[src/rtl/bram_dsp_seq_ctrl_pkg.sv]
// ---------------------------------------------------------------------------
// bram_dsp_pkg
//   Shared types and constants for the BRAM -> DSP48 -> BRAM sequencers.
//   - state_t          : controller state encoding
//   - *_W              : DSP48 mode-field widths
//   - OPMODE_* / ALUMODE_* / INMODE_* : commonly used mode settings
// ---------------------------------------------------------------------------
package bram_dsp_pkg;

    typedef enum logic [1:0] {
        ST_IDLE  = 2'd0,
        ST_ISSUE = 2'd1,
        ST_DRAIN = 2'd2,
        ST_DONE  = 2'd3
    } state_t;

    localparam int INMODE_W  = 5;
    localparam int OPMODE_W  = 7;
    localparam int ALUMODE_W = 4;

    // INMODE: A2/B2 paths, no pre-adder.
    localparam logic [INMODE_W-1:0]  INMODE_DEFAULT = 5'b00000;
    // OPMODE {Z[2:0], Y[1:0], X[1:0]}: X=Y=M gives P = A*B; Z=P accumulates.
    localparam logic [OPMODE_W-1:0]  OPMODE_MULT    = 7'b000_01_01;
    localparam logic [OPMODE_W-1:0]  OPMODE_MAC     = 7'b010_01_01;
    // ALUMODE: 0000 = Z+X+Y+CIN, 0011 = Z-(X+Y+CIN).
    localparam logic [ALUMODE_W-1:0] ALUMODE_ADD    = 4'b0000;
    localparam logic [ALUMODE_W-1:0] ALUMODE_SUB    = 4'b0011;

endpackage

[src/rtl/bram_dsp_seq_ctrl_lat_pipe.sv]
// ---------------------------------------------------------------------------
// lat_pipe
//   DEPTH-deep shift register carrying {valid, index} for elements in flight
//   through a fixed-latency datapath. An input presented in cycle t appears on
//   the output in cycle t+DEPTH. flush clears every stage on the next edge.
// Ports:
//   clk       : clock
//   reset     : asynchronous, active-low reset
//   flush     : synchronous clear of all stages (wins over in_valid)
//   in_valid  : element entering the pipe this cycle
//   in_index  : element index
//   out_valid : element leaving the pipe this cycle
//   out_index : index of the leaving element
// ---------------------------------------------------------------------------
module lat_pipe #(
    parameter int DEPTH = 4,
    parameter int W     = 8
) (
    input  logic         clk,
    input  logic         reset,
    input  logic         flush,
    input  logic         in_valid,
    input  logic [W-1:0] in_index,
    output logic         out_valid,
    output logic [W-1:0] out_index
);

    genvar gi;
    generate
        for (gi = 0; gi < DEPTH; gi++) begin : g_stage
            logic         valid_reg;
            logic [W-1:0] index_reg;
            logic         valid_next;
            logic [W-1:0] index_next;

            if (gi == 0) begin : g_head
                assign valid_next = in_valid;
                assign index_next = in_index;
            end else begin : g_tail
                assign valid_next = g_stage[gi-1].valid_reg;
                assign index_next = g_stage[gi-1].index_reg;
            end

            always_ff @(posedge clk or negedge reset) begin
                if (!reset) begin
                    valid_reg <= 1'b0;
                    index_reg <= '0;
                end else if (flush) begin
                    valid_reg <= 1'b0;
                    index_reg <= '0;
                end else begin
                    valid_reg <= valid_next;
                    index_reg <= index_next;
                end
            end
        end
    endgenerate

    assign out_valid = g_stage[DEPTH-1].valid_reg;
    assign out_index = g_stage[DEPTH-1].index_reg;

endmodule

[src/rtl/bram_dsp_seq_ctrl.sv]
// ---------------------------------------------------------------------------
// bram_dsp_seq_ctrl
//   Vector sequencer for a BRAM0/BRAM1 -> DSP48 -> BRAM1 datapath. Accepts one
//   command, issues one read pair per cycle at auto-incrementing addresses,
//   tracks each element through a PIPE_LAT-deep pipe and issues the matching
//   BRAM1 write-back, then pulses done.
// Ports:
//   clk, reset (async, active-low)
//   cmd_valid/cmd_ready        : command handshake (ready only in IDLE)
//   cmd_src0/src1/dst/len      : base addresses and element count (0 legal)
//   cmd_inmode/opmode/alumode  : DSP modes, latched on accept
//   abort                      : synchronous cancel while busy
//   busy, done                 : status; done is a one-cycle pulse
//   bram0_addr, bram1_raddr    : registered read addresses
//   bram1_waddr, bram1_we      : write-back address / byte enables
//   dsp_inmode/opmode/alumode  : latched modes of the current command
// ---------------------------------------------------------------------------
module bram_dsp_seq_ctrl
    import bram_dsp_pkg::*;
#(
    parameter int ADDR_W      = 10,
    parameter int LEN_W       = 8,
    parameter int WE_W        = 4,
    parameter int BRAM_RD_LAT = 1,
    parameter int DSP_LAT     = 3
) (
    input  logic                 clk,
    input  logic                 reset,
    input  logic                 cmd_valid,
    output logic                 cmd_ready,
    input  logic [ADDR_W-1:0]    cmd_src0,
    input  logic [ADDR_W-1:0]    cmd_src1,
    input  logic [ADDR_W-1:0]    cmd_dst,
    input  logic [LEN_W-1:0]     cmd_len,
    input  logic [INMODE_W-1:0]  cmd_inmode,
    input  logic [OPMODE_W-1:0]  cmd_opmode,
    input  logic [ALUMODE_W-1:0] cmd_alumode,
    input  logic                 abort,
    output logic                 busy,
    output logic                 done,
    output logic [ADDR_W-1:0]    bram0_addr,
    output logic [ADDR_W-1:0]    bram1_raddr,
    output logic [ADDR_W-1:0]    bram1_waddr,
    output logic [WE_W-1:0]      bram1_we,
    output logic [INMODE_W-1:0]  dsp_inmode,
    output logic [OPMODE_W-1:0]  dsp_opmode,
    output logic [ALUMODE_W-1:0] dsp_alumode
);

    localparam int PIPE_LAT = BRAM_RD_LAT + DSP_LAT;
    localparam logic [LEN_W-1:0]  ONE_LEN  = 1;
    localparam logic [ADDR_W-1:0] ONE_ADDR = 1;

    state_t                 state_reg,   state_next;
    logic [LEN_W-1:0]       idx_reg,     idx_next;
    logic [LEN_W-1:0]       len_reg,     len_next;
    logic [ADDR_W-1:0]      rd0_reg,     rd0_next;
    logic [ADDR_W-1:0]      rd1_reg,     rd1_next;
    logic [ADDR_W-1:0]      dst_reg,     dst_next;
    logic [INMODE_W-1:0]    inmode_reg,  inmode_next;
    logic [OPMODE_W-1:0]    opmode_reg,  opmode_next;
    logic [ALUMODE_W-1:0]   alumode_reg, alumode_next;

    logic                   accept;
    logic                   push_valid;
    logic                   flush;
    logic                   pipe_valid;
    logic [LEN_W-1:0]       pipe_index;
    logic                   last_issue;
    logic                   last_write;
    logic                   wr_active;

    assign accept     = cmd_valid && (state_reg == ST_IDLE);
    assign last_issue = (idx_reg == (len_reg - ONE_LEN));
    // The pipe delivers indices in issue order, so the last index leaving it
    // is the final write of the command.
    assign last_write = pipe_valid && (pipe_index == (len_reg - ONE_LEN));

    // ---------------------------------------------------------------------
    // Next-state and datapath-register logic
    // ---------------------------------------------------------------------
    always_comb begin
        state_next   = state_reg;
        idx_next     = idx_reg;
        len_next     = len_reg;
        rd0_next     = rd0_reg;
        rd1_next     = rd1_reg;
        dst_next     = dst_reg;
        inmode_next  = inmode_reg;
        opmode_next  = opmode_reg;
        alumode_next = alumode_reg;
        push_valid   = 1'b0;
        flush        = 1'b0;

        case (state_reg)
            ST_IDLE: begin
                // abort is ignored here, so a simultaneous command still lands.
                if (accept) begin
                    idx_next     = '0;
                    len_next     = cmd_len;
                    rd0_next     = cmd_src0;
                    rd1_next     = cmd_src1;
                    dst_next     = cmd_dst;
                    inmode_next  = cmd_inmode;
                    opmode_next  = cmd_opmode;
                    alumode_next = cmd_alumode;
                    state_next   = (cmd_len == '0) ? ST_DONE : ST_ISSUE;
                end
            end

            ST_ISSUE: begin
                if (abort) begin
                    flush      = 1'b1;
                    state_next = ST_IDLE;
                end else begin
                    // Element idx_reg's addresses are on the bus this cycle.
                    push_valid = 1'b1;
                    if (last_issue) begin
                        // Read addresses hold the last element's values.
                        state_next = ST_DRAIN;
                    end else begin
                        idx_next = idx_reg + ONE_LEN;
                        rd0_next = rd0_reg + ONE_ADDR;
                        rd1_next = rd1_reg + ONE_ADDR;
                    end
                end
            end

            ST_DRAIN: begin
                if (abort) begin
                    flush      = 1'b1;
                    state_next = ST_IDLE;
                end else if (last_write) begin
                    state_next = ST_DONE;
                end
            end

            ST_DONE: begin
                state_next = ST_IDLE;
            end

            default: begin
                state_next = ST_IDLE;
            end
        endcase
    end

    always_ff @(posedge clk or negedge reset) begin
        if (!reset) begin
            state_reg   <= ST_IDLE;
            idx_reg     <= '0;
            len_reg     <= '0;
            rd0_reg     <= '0;
            rd1_reg     <= '0;
            dst_reg     <= '0;
            inmode_reg  <= '0;
            opmode_reg  <= '0;
            alumode_reg <= '0;
        end else begin
            state_reg   <= state_next;
            idx_reg     <= idx_next;
            len_reg     <= len_next;
            rd0_reg     <= rd0_next;
            rd1_reg     <= rd1_next;
            dst_reg     <= dst_next;
            inmode_reg  <= inmode_next;
            opmode_reg  <= opmode_next;
            alumode_reg <= alumode_next;
        end
    end

    // ---------------------------------------------------------------------
    // Element tracking: one stage per cycle of BRAM read + DSP latency
    // ---------------------------------------------------------------------
    lat_pipe #(
        .DEPTH (PIPE_LAT),
        .W     (LEN_W)
    ) u_lat_pipe (
        .clk       (clk),
        .reset     (reset),
        .flush     (flush),
        .in_valid  (push_valid),
        .in_index  (idx_reg),
        .out_valid (pipe_valid),
        .out_index (pipe_index)
    );

    // ---------------------------------------------------------------------
    // Outputs. Write strobes derive from reset-cleared registers, so reset
    // forces we low without waiting for a clock edge.
    // ---------------------------------------------------------------------
    assign wr_active   = pipe_valid && ((state_reg == ST_ISSUE) || (state_reg == ST_DRAIN));
    assign bram1_we    = wr_active ? {WE_W{1'b1}} : {WE_W{1'b0}};
    assign bram1_waddr = wr_active ? (dst_reg + ADDR_W'(pipe_index)) : '0;

    assign bram0_addr  = rd0_reg;
    assign bram1_raddr = rd1_reg;
    assign dsp_inmode  = inmode_reg;
    assign dsp_opmode  = opmode_reg;
    assign dsp_alumode = alumode_reg;

    assign cmd_ready   = (state_reg == ST_IDLE);
    assign busy        = (state_reg == ST_ISSUE) || (state_reg == ST_DRAIN);
    assign done        = (state_reg == ST_DONE);

endmodule

[config.mk]
export PLATFORM = sky130hd
export DESIGN_NAME = bram_dsp_seq_ctrl
export DESIGN_NICKNAME = d
export VERILOG_FILES = /design/src/rtl/bram_dsp_seq_ctrl_pkg.sv /design/src/rtl/bram_dsp_seq_ctrl_lat_pipe.sv /design/src/rtl/bram_dsp_seq_ctrl.sv
export SDC_FILE = /design/constraint.sdc
export NUM_CORES = 1
export LEC_CHECK = 0
export ABC_CLOCK_PERIOD_IN_PS = 3810
export BUFFER_PORTS_ARGS = -buffer_cell sky130_fd_sc_hd__buf_2
export CAP_MARGIN = 30
export CORE_MARGIN = 2
export CORE_UTILIZATION = 30
export CTS_BUF_LIST = sky130_fd_sc_hd__clkbuf_16
export DETAILED_ROUTE_END_ITERATION = 8
export PLACE_DENSITY_LB_ADDON = 0.25
export SLEW_MARGIN = 20
export SYNTH_ARGS = -nofsm -noshare
export SYNTH_HDL_FRONTEND = slang
export SYNTH_SLANG_ARGS = --single-unit
export TNS_END_PERCENT = 1
[constraint.sdc]
create_clock -name clk -period 3.81 [get_ports clk]
set_input_delay 0.9525 -clock clk [delete_from_list [all_inputs] [get_ports clk]]
set_output_delay 0.9525 -clock clk [all_outputs]
set_load 0.03 [all_outputs]
# Yosys cells after proc, flatten, opt, wreduce, memory -nomap -nowiden
# Cells that the tools add are included.
dict set report totals {
  word_cells 76
  out_inout_bits 53
  mem_bits_ro 0
  in_bits 58
  latchBits 0
  register_bits 100
  ram_bits 0
  mem_count 0
}
dict set report classes {
  shifts 0
  add_sub_neg 5
  magnitude_cmp 0
  mux 33
  n_bitwise 0
  div 0
  reduce_logical 11
  n_eq_ne 10
  multipliers 0
}
# operator n
set op_table {}
lappend op_table {{$mux W10} 7}
lappend op_table {{$mux W8} 7}
lappend op_table {{$pmux W10 S2} 2}
lappend op_table {{$add A10 B1 Y10 const B} 2}
lappend op_table {{$eq A8 B8 Y1} 2}
lappend op_table {{$pmux W8 S2} 1}
lappend op_table {{$mux W2} 6}
lappend op_table {{$add A10 B8 Y10} 1}
lappend op_table {{$add A8 B1 Y8 const B} 1}
lappend op_table {{$logic_not A8 Y1} 1}
lappend op_table {{$mux W1} 8}
lappend op_table {{$pmux W2 S4} 1}
lappend op_table {{$sub A8 B1 Y8 const B} 1}
lappend op_table {{$ne A3 B3 Y1 const B} 2}
lappend op_table {{$eq A2 B2 Y1 const B} 2}
lappend op_table {{$mux W4} 1}
lappend op_table {{$ne A2 B2 Y1 const B} 2}
lappend op_table {{$reduce_and A4 Y1} 1}
lappend op_table {{$logic_and A1 B1 Y1} 3}
lappend op_table {{$reduce_and A3 Y1} 1}
lappend op_table {{$eq A2 B1 Y1 const B} 1}
lappend op_table {{$logic_not A2 Y1} 1}
lappend op_table {{$ne A2 B1 Y1 const B} 1}
lappend op_table {{$reduce_and A2 Y1} 1}
lappend op_table {{other kinds (3)} 3}

# Logic depth before layout (Yosys ltp)
dict set report depth {
  depth_word 6
  ltp_mapped 12
  ltp_nobuf 9
}

# Cells and area by module
# Synthesis repeated with hierarchy kept, for this count alone.
dict set report unflattened {
  cells_unflattened 470
  hier_area_um2 5243.8
}
# mod area_per_inst_um2 cells_each n_inst seq_area_each_um2
set by_module_without_submodules {}
lappend by_module_without_submodules {bram_dsp_seq_ctrl 4068.9 395 1 1601.5}
lappend by_module_without_submodules {lat_pipe 1174.9 75 1 900.9}

# Worst setup path after synthesis
# Ideal clock, no wire load.
dict set report synth_path {
  path_type {reg-to-output}
  from {register u_lat_pipe.g_stage[3].index_reg[0], in the netlist u_lat_pipe.out_index[0]}
  to {output bram1_waddr[8]}
  slack_ps 496
  path_stages_with_launch 10
  arrival_time_ps 2361
  path_buffers 0
  required_ps 2858
  path_cell_list {dfrtp_1 > ha_1 > fa_1 > a21o_1 > a21oi_1 > nor2b_1 > o21a_1 > o41a_1 > xnor2_1 > nor2_1}
}
dict set report synth_via {
  elab_chain_len 2
}
# element line
set synth_lines {}
lappend synth_lines {{start, declared} bram_dsp_seq_ctrl_lat_pipe.sv:32} ;# logic [W-1:0] index_reg;
lappend synth_lines {{start signal, assigned} bram_dsp_seq_ctrl_lat_pipe.sv:53} ;# index_reg <= index_next;
lappend synth_lines {{$add A10 B8 Y10} bram_dsp_seq_ctrl.sv:194} ;# assign bram1_waddr = wr_active ? (dst_reg + ADDR_W'(pipe_index)) : '0;
lappend synth_lines {{$mux W10} bram_dsp_seq_ctrl.sv:194}
lappend synth_lines {{end, declared} bram_dsp_seq_ctrl.sv:43} ;# output logic [ADDR_W-1:0] bram1_waddr,
# Every way passes these cells.

# Final worst setup path
dict set report layout_path {
  from {register dst_reg[0]}
  to {output bram1_waddr[8]}
}
dict set report layout_via {
  elab_chain_len 2
}
# element line
set layout_lines {}
lappend layout_lines {{start, declared} bram_dsp_seq_ctrl.sv:59} ;# logic [ADDR_W-1:0] dst_reg, dst_next;
lappend layout_lines {{start signal, assigned} bram_dsp_seq_ctrl.sv:165} ;# dst_reg <= dst_next;
lappend layout_lines {{$add A10 B8 Y10} bram_dsp_seq_ctrl.sv:194}
lappend layout_lines {{$mux W10} bram_dsp_seq_ctrl.sv:194}
# Every way passes these cells.

==> key figures <==
Outcome
  • Status: finished clean

Setup path
  • Critical Path Sink Type: output pin
  • CP Cell Sequence: ha_1 > fa_2 > a21o_1 > a21oi_1 > nor2b_1 > o21a_1 > o41a_1 > xnor2_1 > nor2_1 > buf_4
  • Kind of critical path: flop to output pin
  • Startpoint Class: flop
  • Worst Path Required: 2.86 ns
  • Slowest CP cell: dfrtp_1
  • Largest stage delay, worst path: 0.38 ns
  • Worst-path fanout max: 2
  • Worst R2R Path Depth: 9
  • WP data arrival: 2.65 ns

Synthesis
  • Post-synthesis net count: 537
  • Post-Syn Area: 5090 µm²
  • Synth warnings: 0
  • Seq cells post-synth: 100
  • Dominant cells by area after synthesis: dfrtp_1 (49%), mux2_2 (7.5%), and2_1 (4.3%)
  • Most common cell in the synthesized netlist: dfrtp_1
  • Sequential-to-total area share from yosys stat: about half
  • Yosys top cell area share: 49.1%
  • Post-synth top cells: dfrtp_1 (100), and2_1 (35), mux2_2 (34)
  • Syn_area_per_cell: 11.0 µm²
  • Post-synth EDFFs: 0
  • Ys async rst share: 100%
  • Area leader, netlist: dfrtp_1
  • Post-synthesis instance total: 462
  • Unique masters post-synth: 58
  • Ys flop type: dfrtp_1

Final layout
  • Post-layout util: 36.9%
  • Share of cells above drive strength 1: 31.1%
  • Nets: between 600 and 700
  • Filler cells: around 1,700
  • Post-Layout Cell Count: 789
  • Cell area after layout: 6110 µm²
  • Max FFs per register: 24
  • Syn-to-layout area delta: 20.0%
  • Area of the multi-input gates: 2430 µm²
  • Antenna cells: 0
  • Storage cell area: 2500 µm²

Global routing
  • First-pass GRT wire length: 20.3 mm
  • Global Route Usage Sum: 14.4%
  • Vias in the first global route: 3,956
  • Total gr overflow: 0
  • Initial antenna violation count: 0
  • Largest net degree at the start of global routing: 58

Place
  • Routability Congestion: about 0.78
  • Placed cells: 773
  • Post-DP HPWL: 8.77 mm
  • Placed Area: 5840 µm²
  • IO buf count: 110
  • Place WS: 0.489 ns

Timing
  • Final worst-path setup slack: 0.203 ns
  • Final Max Slew Viols: 0
  • Measured slew at the worst slew-check pin: 0.818 ns
  • Layout Skew: 0.00900 ns
  • Fin Setup TNS: 0 ns
  • Setup violators final: 0
  • Max Clk Rate: 277 MHz
  • RSZ-0062 raised after global routing: false
  • Final hold vios: 0
  • Fin crit share: 94.7%
  • Rel. slew slack: 45.3%
  • Minimum clock period: 3.61 ns

Detailed routing
  • Via count: a little under 4,000
  • Number of routed nets with antenna violations: 0
  • Initial DRC count: 209
  • Post-Route WL: between 10 and 15 mm
  • Via density: roughly 4.9
  • WL per Instance: 15.6 µm
  • Drt first pass iters: 4
  • # DRC: 0

Pwr
  • Power per cell area: 853 nW/µm²
  • Pleak: 2.85 nW
  • Maximum VDD drop: 0.339 mV

Clock network
  • CTS root buffer: clkbuf_16
  • Clk sinks: 100
  • Cts bufs inserted: 9
  • Clk slew on worst S/H paths: 0.07 ns
  • Later-pin clock latency in the skew report: approximately 0.35 ns
  • CTS max path bufs: 2
  • CTS tree: done
  • H-tree depth: 3

Floorplan
  • Die area: 18,000 µm²
  • Row count: 47
  • DIE WIDTH: 134 µm
  • Initial Util: between 30% and 40%
  • Core area: 16,600 µm²
  • Num ports: 111
  • Die height: approximately 130 µm

Run
  • Max-Cap Viols: 0

Min path
  • Hold/Removal Path Class: flop to flop
  • Hold Crit Depth: 1
## what timing repair did
action                                  4_1_cts  5_1_grt
gates resized for setup                       0        3
hold buffers                                  0        0
setup buffers                                 0        0
endpoints found under the setup margin        0        1
## layout make-up
| class | instances | area share [%] |
|---|---|---|
| Sequential cell | 100 | 40.9 |
| Multi-Input combinational cell | 329 | 39.8 |
| Timing Repair Buffer | 114 | 9.78 |
| Clock buffer | 9 | 3.68 |
| Inverter | 10 | 0.614 |
| Clock inverter | 7 | 0.716 |
| Tap cell | 220 | 4.50 |
## layer usage
| metal | track usage, % | up-vias | share of wire, % |
|---|---|---|---|
| met1 | 18.3 | 1886 | 44 |
| met3 | 4.01 | 9 | 5.6 |
| met4 | 5.20 | 0 | 1.6 |
| li1 | - | 1857 | - |
| met2 | 23.4 | 99 | 49 |
| met5 | 0 | - | 0 |
## worst max-delay path: cells and delay by family (launching register included)
kind	cells	cell delay, ns
AOI/OAI and AO/OA	4	0.84
xor gates and xnor gates	1	0.18
adders and majority gates	2	0.59
buffers and inverters	1	0.18
DFF	1	0.38
and+or+nand+nor	2	0.14
## cell families (layout without fill, tap and decap cells)
kind of cell	Yosys count	after routing	synth area share (%)
muxes	40	40	8.69
xor gates and xnor gates	23	23	4.49
and+or+nand+nor	161	161	17.2
buffers and inverters	33	140	3.24
AOI/OAI and AO/OA	88	88	12.9
DFF	100	100	49.1
adders and majority gates	17	17	4.32
## cell usage in the layout (no fill, tap or decap), types with 3 or more instances in the layout
master | Yosys | layout
nor3_1 | 5 | 5
or3_1 | 10 | 10
nand2_1 | 28 | 27
nor3b_1 | 3 | 3
buf_2 | 3 | 108
mux2i_1 | 6 | 6
xnor2_1 | 13 | 13
mux2_2 | 34 | 34
nand3_1 | 11 | 11
nor4_1 | 3 | 3
o221a_2 | 8 | 8
nand2b_1 | 5 | 5
and3_1 | 11 | 11
dfrtp_1 | 100 | 100
clkinv_1 | 1 | 4
inv_1 | 9 | 9
o32a_1 | 8 | 8
o21a_1 | 5 | 5
buf_4 | 5 | 5
nand4_1 | 6 | 6
a21o_1 | 5 | 5
nor2_1 | 29 | 29
ha_1 | 16 | 16
nor2b_1 | 9 | 9
xor2_1 | 8 | 8
clkbuf_16 | 0 | 9
o21ai_0 | 17 | 17
a31oi_1 | 3 | 3
and2_1 | 35 | 35
a21oi_1 | 20 | 20
## through the flow
stage | hold slack [ns] | total power, W
2_1_floorplan | 0.428 | 0.00372
3_3_place_gp | 0.431 | 0.00431
3_5_place_dp | 0.434 | 0.00441
4_1_cts | 0.447 | 0.00529
5_1_grt | 0.464 | 0.00563
6_report | 0.445 | 0.00521
## report_power, final
part           total, W  switching, W  internal (W)  leakage [nW]
clock          0.000843      0.000405      0.000438         0.124
combinational   0.00253       0.00149       0.00105          1.45
sequential      0.00184      0.000400       0.00144          1.27
## path summary, 6_finish.rpt
kind	slack, ns	start	endpoint
worst max-delay path	0.20	dst_reg[0]	bram1_waddr[8]
worst min-delay path	0.44	u_lat_pipe.g_stage[2].index_reg[2]	u_lat_pipe.out_index[2]
worst max register to register	0.79	len_reg[0]	idx_reg[3]
worst min register to register	0.44	u_lat_pipe.g_stage[2].index_reg[2]	u_lat_pipe.out_index[2]
max in group asynchronous	2.41	reset	u_lat_pipe.g_stage[1].index_reg[5]
min in group asynchronous	0.69	reset	len_reg[6]
(Power assumes the default switching activity.)
